==> src/rtl/mult_unit_32_pkg.sv <==
// Shared constants and state encoding for the MULT/MULTU multiplier.
package mult_unit_32_pkg;

  localparam int unsigned DefaultWidth = 32;
  localparam int unsigned Iter         = 32;
  localparam int unsigned CntWidth     = $clog2(Iter);

  typedef enum logic [1:0] {
    StIdle = 2'd0,
    StRun  = 2'd1,
    StFin  = 2'd2
  } state_e;

endpackage

==> src/rtl/mult_unit_32_if.sv <==
// Request/result bundle between the datapath and the multiplier.
interface mult_unit_32_if
  import mult_unit_32_pkg::*;
#(
  parameter int unsigned WIDTH = DefaultWidth
) ();

  logic             start;
  logic             is_signed;
  logic [WIDTH-1:0] a;
  logic [WIDTH-1:0] b;
  logic             busy;
  logic             done;
  logic [WIDTH-1:0] hi;
  logic [WIDTH-1:0] lo;

  modport master (
    output start, is_signed, a, b,
    input  busy, done, hi, lo
  );

  modport slave (
    input  start, is_signed, a, b,
    output busy, done, hi, lo
  );

endinterface

==> src/rtl/adder_32_bit.sv <==
// Ripple-style word adder with carry in/out, shared by accumulate and negate steps.
module adder_32_bit #(
  parameter int unsigned WIDTH = 32
) (
  input  logic [WIDTH-1:0] a_i,
  input  logic [WIDTH-1:0] b_i,
  input  logic             cin_i,
  output logic [WIDTH-1:0] sum_o,
  output logic             cout_o
);

  assign {cout_o, sum_o} = {1'b0, a_i} + {1'b0, b_i} + {{WIDTH{1'b0}}, cin_i};

endmodule

==> src/rtl/mult_unit_32.sv <==
// Multi-cycle shift-add multiplier feeding HI/LO; one partial product per clock,
// sign-magnitude handling for MULT with a final two-word negate.
module mult_unit_32
  import mult_unit_32_pkg::*;
#(
  parameter int unsigned WIDTH = DefaultWidth
) (
  input logic           clk,
  input logic           reset,
  mult_unit_32_if.slave bus
);

  state_e               state_q, state_d;
  logic [CntWidth-1:0]  cnt_q, cnt_d;
  logic [2*WIDTH-1:0]   p_q, p_d;
  logic [WIDTH-1:0]     ma_q, ma_d;
  logic                 sign_q, sign_d;
  logic [WIDTH-1:0]     hi_q, hi_d;
  logic [WIDTH-1:0]     lo_q, lo_d;
  logic                 done_q, done_d;

  logic [WIDTH-1:0]     abs_a, abs_b;
  logic [WIDTH-1:0]     add_a, add_b, add_sum;
  logic                 add_cin, add_cout;
  logic [WIDTH-1:0]     neg_hi;
  logic                 unused_neg_cout;

  // Magnitudes; -2^(W-1) maps to 2^(W-1), which still fits unsigned.
  always_comb begin
    abs_a = bus.a;
    abs_b = bus.b;
    if (bus.is_signed && bus.a[WIDTH-1]) abs_a = ~bus.a + WIDTH'(1);
    if (bus.is_signed && bus.b[WIDTH-1]) abs_b = ~bus.b + WIDTH'(1);
  end

  // In FIN the accumulate adder becomes the low half of ~P + 1.
  always_comb begin
    add_a   = p_q[2*WIDTH-1:WIDTH];
    add_b   = ma_q;
    add_cin = 1'b0;
    if (state_q == StFin) begin
      add_a   = ~p_q[WIDTH-1:0];
      add_b   = '0;
      add_cin = 1'b1;
    end
  end

  adder_32_bit #(
    .WIDTH (WIDTH)
  ) u_add (
    .a_i    (add_a),
    .b_i    (add_b),
    .cin_i  (add_cin),
    .sum_o  (add_sum),
    .cout_o (add_cout)
  );

  adder_32_bit #(
    .WIDTH (WIDTH)
  ) u_neg_hi (
    .a_i    (~p_q[2*WIDTH-1:WIDTH]),
    .b_i    ('0),
    .cin_i  (add_cout),
    .sum_o  (neg_hi),
    .cout_o (unused_neg_cout)
  );

  always_comb begin
    state_d = state_q;
    cnt_d   = cnt_q;
    p_d     = p_q;
    ma_d    = ma_q;
    sign_d  = sign_q;
    hi_d    = hi_q;
    lo_d    = lo_q;
    done_d  = 1'b0;
    unique case (state_q)
      StIdle: begin
        if (bus.start) begin
          sign_d  = bus.is_signed & (bus.a[WIDTH-1] ^ bus.b[WIDTH-1]);
          ma_d    = abs_a;
          p_d     = {{WIDTH{1'b0}}, abs_b};
          cnt_d   = '0;
          state_d = StRun;
        end
      end
      StRun: begin
        if (p_q[0]) begin
          p_d = {add_cout, add_sum, p_q[WIDTH-1:1]};
        end else begin
          p_d = {1'b0, p_q[2*WIDTH-1:WIDTH], p_q[WIDTH-1:1]};
        end
        cnt_d = cnt_q + 1'b1;
        if (cnt_q == CntWidth'(Iter - 1)) state_d = StFin;
      end
      StFin: begin
        if (sign_q) begin
          hi_d = neg_hi;
          lo_d = add_sum;
        end else begin
          hi_d = p_q[2*WIDTH-1:WIDTH];
          lo_d = p_q[WIDTH-1:0];
        end
        done_d  = 1'b1;
        state_d = StIdle;
      end
      default: state_d = StIdle;
    endcase
  end

  always_ff @(posedge clk) begin
    if (reset) begin
      state_q <= StIdle;
      cnt_q   <= '0;
      p_q     <= '0;
      ma_q    <= '0;
      sign_q  <= 1'b0;
      hi_q    <= '0;
      lo_q    <= '0;
      done_q  <= 1'b0;
    end else begin
      state_q <= state_d;
      cnt_q   <= cnt_d;
      p_q     <= p_d;
      ma_q    <= ma_d;
      sign_q  <= sign_d;
      hi_q    <= hi_d;
      lo_q    <= lo_d;
      done_q  <= done_d;
    end
  end

  assign bus.busy = (state_q != StIdle);
  assign bus.done = done_q;
  assign bus.hi   = hi_q;
  assign bus.lo   = lo_q;

endmodule
==> src/flat_wrapper.sv <==
// flat-port wrapper written by rule: the top's interface ports become plain ports
module mult_unit_32_flat import mult_unit_32_pkg::*;
#(
  parameter int unsigned WIDTH = DefaultWidth
)
  (clk, reset, bus_start, bus_is_signed, bus_a, bus_b, bus_busy, bus_done, bus_hi, bus_lo);
  mult_unit_32_if #(.WIDTH(WIDTH)) bus_i ();
  input logic clk;
  input logic reset;
  input wire logic [$bits(bus_i.start)-1:0] bus_start;
  input wire logic [$bits(bus_i.is_signed)-1:0] bus_is_signed;
  input wire logic [$bits(bus_i.a)-1:0] bus_a;
  input wire logic [$bits(bus_i.b)-1:0] bus_b;
  output wire logic [$bits(bus_i.busy)-1:0] bus_busy;
  output wire logic [$bits(bus_i.done)-1:0] bus_done;
  output wire logic [$bits(bus_i.hi)-1:0] bus_hi;
  output wire logic [$bits(bus_i.lo)-1:0] bus_lo;
  assign bus_i.start = bus_start;
  assign bus_i.is_signed = bus_is_signed;
  assign bus_i.a = bus_a;
  assign bus_i.b = bus_b;
  assign bus_busy = bus_i.busy;
  assign bus_done = bus_i.done;
  assign bus_hi = bus_i.hi;
  assign bus_lo = bus_i.lo;
  mult_unit_32 #(.WIDTH(WIDTH)) u_core (.clk(clk), .reset(reset), .bus(bus_i));
endmodule
==> config.mk <==
export PLATFORM = sky130hd
export DESIGN_NAME = mult_unit_32_flat
export DESIGN_NICKNAME = d
export VERILOG_FILES = /design/src/rtl/mult_unit_32_pkg.sv /design/src/rtl/mult_unit_32_if.sv /design/src/rtl/adder_32_bit.sv /design/src/rtl/mult_unit_32.sv /design/src/flat_wrapper.sv
export SDC_FILE = /design/constraint.sdc
export NUM_CORES = 1
export LEC_CHECK = 0
export ABC_AREA = 1
export CAP_MARGIN = 20
export CELL_PAD_IN_SITES_DETAIL_PLACEMENT = 1
export CELL_PAD_IN_SITES_GLOBAL_PLACEMENT = 1
export CORE_AREA = 4 4 196 198
export DETAILED_ROUTE_END_ITERATION = 12
export DIE_AREA = 0 0 200 202
export PLACE_DENSITY = 0.78
export SLEW_MARGIN = 10
export SYNTH_ARGS = -nofsm -noshare
export SYNTH_HDL_FRONTEND = slang
export SYNTH_SLANG_ARGS = --single-unit
==> constraint.sdc <==
create_clock -name clk -period 4.1 [get_ports clk]
set_input_delay 0.615 -clock clk [delete_from_list [all_inputs] [get_ports clk]]
set_output_delay 0.615 -clock clk [all_outputs]
set_load 0.03 [all_outputs]
==> flow_summary.yaml <==
power:
  power_density_nw_per_um2: 284
  power.leakage_nw: 6.93
  peakVddDrop_uv: 219
clock_tree:
  clock_sinks: 169
  clk_latency_ns: 0.45
  holdBufCountCts: 0
  path_clk_slew_ns: 0.08
  cts_tree: "done"
  h-tree-depth: 4
  cts_buffers: 17
  root_buffer: "clkbuf_16"
  cts_max_path_buffers: 2
floorplan:
  initial_core_util_pct: 34.8
  die_w_um: 200
  dieArea_um2: 40400
  num_rows: 70
  die_y_um: 202
  io_pins: 134
  core-area_um2: 36500
worst_setup_path:
  reg2reg_from: "u_core.state_q[1]"
  r2r_slack_ns: 0.28
  ff2ff_path_depth: 23
  r2r-end: "u_core.bus.hi[30]"
  cp-end-kind: "flop"
  crit_fanout: 46
  crit_path_start_kind: "flop"
  slowest_delay_ns: 0.39
  crit_top_cell: "nand2_1"
  cp_cell_sequence: "inv_1, nor2_4, buf_12, o21ai_0, ha_1, nand2_1, inv_1, nand3_1, nor2_2, o21ai_0, nand3_2, ha_2, ha_4, nand3_4, buf_4, nor2_1, nand2_1, nor3_2, xor2_1, nand2_1, nand3_1, nand2_1, inv_1"
  crit_required_ns: 4.50
  cp-startpoint: "u_core.state_q[1]"
  arrival_ns: 4.22
  critPathKind: "flop to flop"
  cp_top_family: "simple AND/OR/NAND/NOR gates"
  critPathBufInv: 5
  slowest_stage: "ha_1"
route:
  wl_per_cell_um: 18.8
  wl_um: 51500
  via_per_inst: 5.26
  drc: 0
  drtAntennaViolNets: 0
  drt_first_pass_iters: 5
  initialDrtViolationCount: 1006
  via_count: 14400
synth:
  synth.area.top_cells: "dfxtp_1 (27%), nand2_1 (18%), inv_1 (9.6%)"
  synth_common_cells: "nand2_1 (610), inv_1 (325), a21oi_1 (207)"
  synth_top_area_share_pct: 26.7
  synth_seq_area_share_pct: 26.7
  async_reset_ff_share_pct: 0
  synthDistinctLibCells: 51
  syn_avg_cell_area_um2: 5.92
  ys_ff_latch: 169
  synth_most_common_cell: "nand2_1"
  ys.warnings.count: 0
  netlist_instances: 2145
  yosysTopAreaCell: "dfxtp_1"
  synth_flop_cell: "dfxtp_1"
  synth_area_um2: 12700
  synth_edf_count: 0
  syn_nets: 2252
final_layout:
  diodes: 0
  drive_gt1_share_pct: 6.92
  nets: 2362
  stdcell_count: 2736
  syn2layout_area_growth_pct: 20.7
timing:
  slew_violations: 0
  finalCritPeriodShare_pct: 93.2
  rsz0062_at_grt: "no"
  tns_ns: 0
  setup_viol: 0
  hold_viol_final: 0
  period_needed_ns: 3.82
  tightestPinTransition_ns: 1.02
  maxSlewHeadroom_pct: 31.8
  max_freq_ghz: 0.262
  fin_worst_skew_ns: 0.0158
grt:
  grt_pass1_wl_um: 80600
  track_usage_pct: 25.2
  grt_max_degree: 75
  antenna_found_initial: 0
  grt_pass1_vias: 14800
  grt_overflow: 0
job:
  cap_violations: 0
place:
  hpwl_um: 40900
  placed_cells: 2701
  portBuffers: 133
  place.gp.congestion: 0.956
worst_hold_path:
  hold_depth: 2
  min_path_type: "flop to flop"
  hold_start: "u_core.bus.lo[9]"
  min_to: "u_core.bus.lo[9]"
run_status:
  status: "completed"
registers in the layout (all words and copies together), names as in the netlist:
register,flops
u_core.bus.done,1
u_core.bus.hi,32
u_core.bus.lo,32
u_core.cnt_q,5
u_core.ma_q,32
u_core.p_q,64
u_core.sign_q,1
u_core.state_q,2
routing by layer:
| metal | global-route usage, % | vias to the layer above | routed length (um) |
|---|---|---|---|
| met3 | 3.62 | 77 | 2300 |
| li1 | - | 7048 | - |
| met5 | 0 | - | 0 |
| met2 | 44.5 | 342 | 25700 |
| met1 | 31.4 | 6919 | 21900 |
| met4 | 8.08 | 0 | 1590 |
cell families after synthesis:
logic type	after synthesis	synth area share [%]
buffers and inverters	426	12.9
and+or+nand+nor	1058	35.6
AOI/OAI and AO/OA	407	17.7
DFF	169	26.7
xor gates and xnor gates	46	3.17
adders and majority gates	39	3.96
cells in the final DEF (no fill, tap or decap), types with 10 or more instances in the layout:
master           Yosys  routed
nand2_1            610     610
inv_1              325     325
a21oi_1            207     207
nor2_1             204     200
dfxtp_1            169     168
nand3_1            152     151
clkdlybuf4s50_1      0     132
o21ai_0            114     112
buf_4                4      47
xor2_1              36      36
ha_1                37      34
clkbuf_16            0      18
o221ai_1            16      16
a31oi_1             15      15
a22oi_1             14      14
nand4_1             14      14
o211ai_1            14      14
nor3_1              14      13
o21ai_1             11      12
nor2_2              10      12
nor2_4               8      10
xnor2_1             10      10
per-stage QoR:
step	area, um2	setup slack, ns	power [mW]	utilization, %	hold slack, ns
2_1_floorplan	12700	0.167	2.35	-	0.430
3_3_place_gp	14600	0.295	2.69	40.0	0.452
3_5_place_dp	14600	0.135	2.71	40.0	0.455
4_1_cts	15200	0.111	4.37	41.7	0.466
5_1_grt	15300	0.0113	4.56	41.9	0.483
6_report	15300	0.280	4.35	41.9	0.465
layout make-up:
type | count | area, um2
fillers | 4862 | 21200
multi-input cells | 1550 | 7740
flip-flops and latches | 169 | 3380
repair buffers | 184 | 1770
inverters | 333 | 1250
well taps | 468 | 586
clock buffers | 19 | 453
clock inverters | 13 | 133
worst min-delay path, stage by stage (launching register included):
cell	delay, ns
dfxtp_1	0.31
nand2_1	0.06
a21oi_1	0.05
power by group:
group	leakage [nW]	switching, mW	total (mW)	internal, mW
registers	1.38	0.0553	1.76	1.71
logic	5.26	0.616	0.925	0.309
clock network	0.293	0.776	1.66	0.888
what timing repair did:
item / in CTS / in global routing
endpoints found under the setup margin: 0 / 19
resized for setup: 0 / 18
setup buffers: 0 / 2
worst max-delay path by stage:
| stage | cells past startpoint | end | slack [ns] |
|---|---|---|---|
| floorplan | 27 | u_core.bus.hi[22] | 0.17 |
| global placement | 26 | u_core.bus.hi[28] | 0.29 |
| detailed placement | 27 | u_core.bus.hi[12] | 0.14 |
| CTS | 27 | u_core.bus.hi[12] | 0.11 |
| global route | 25 | u_core.bus.hi[12] | 0.01 |
| finish | 23 | u_core.bus.hi[30] | 0.28 |
Note: power is estimated with default switching activity, not from simulation.
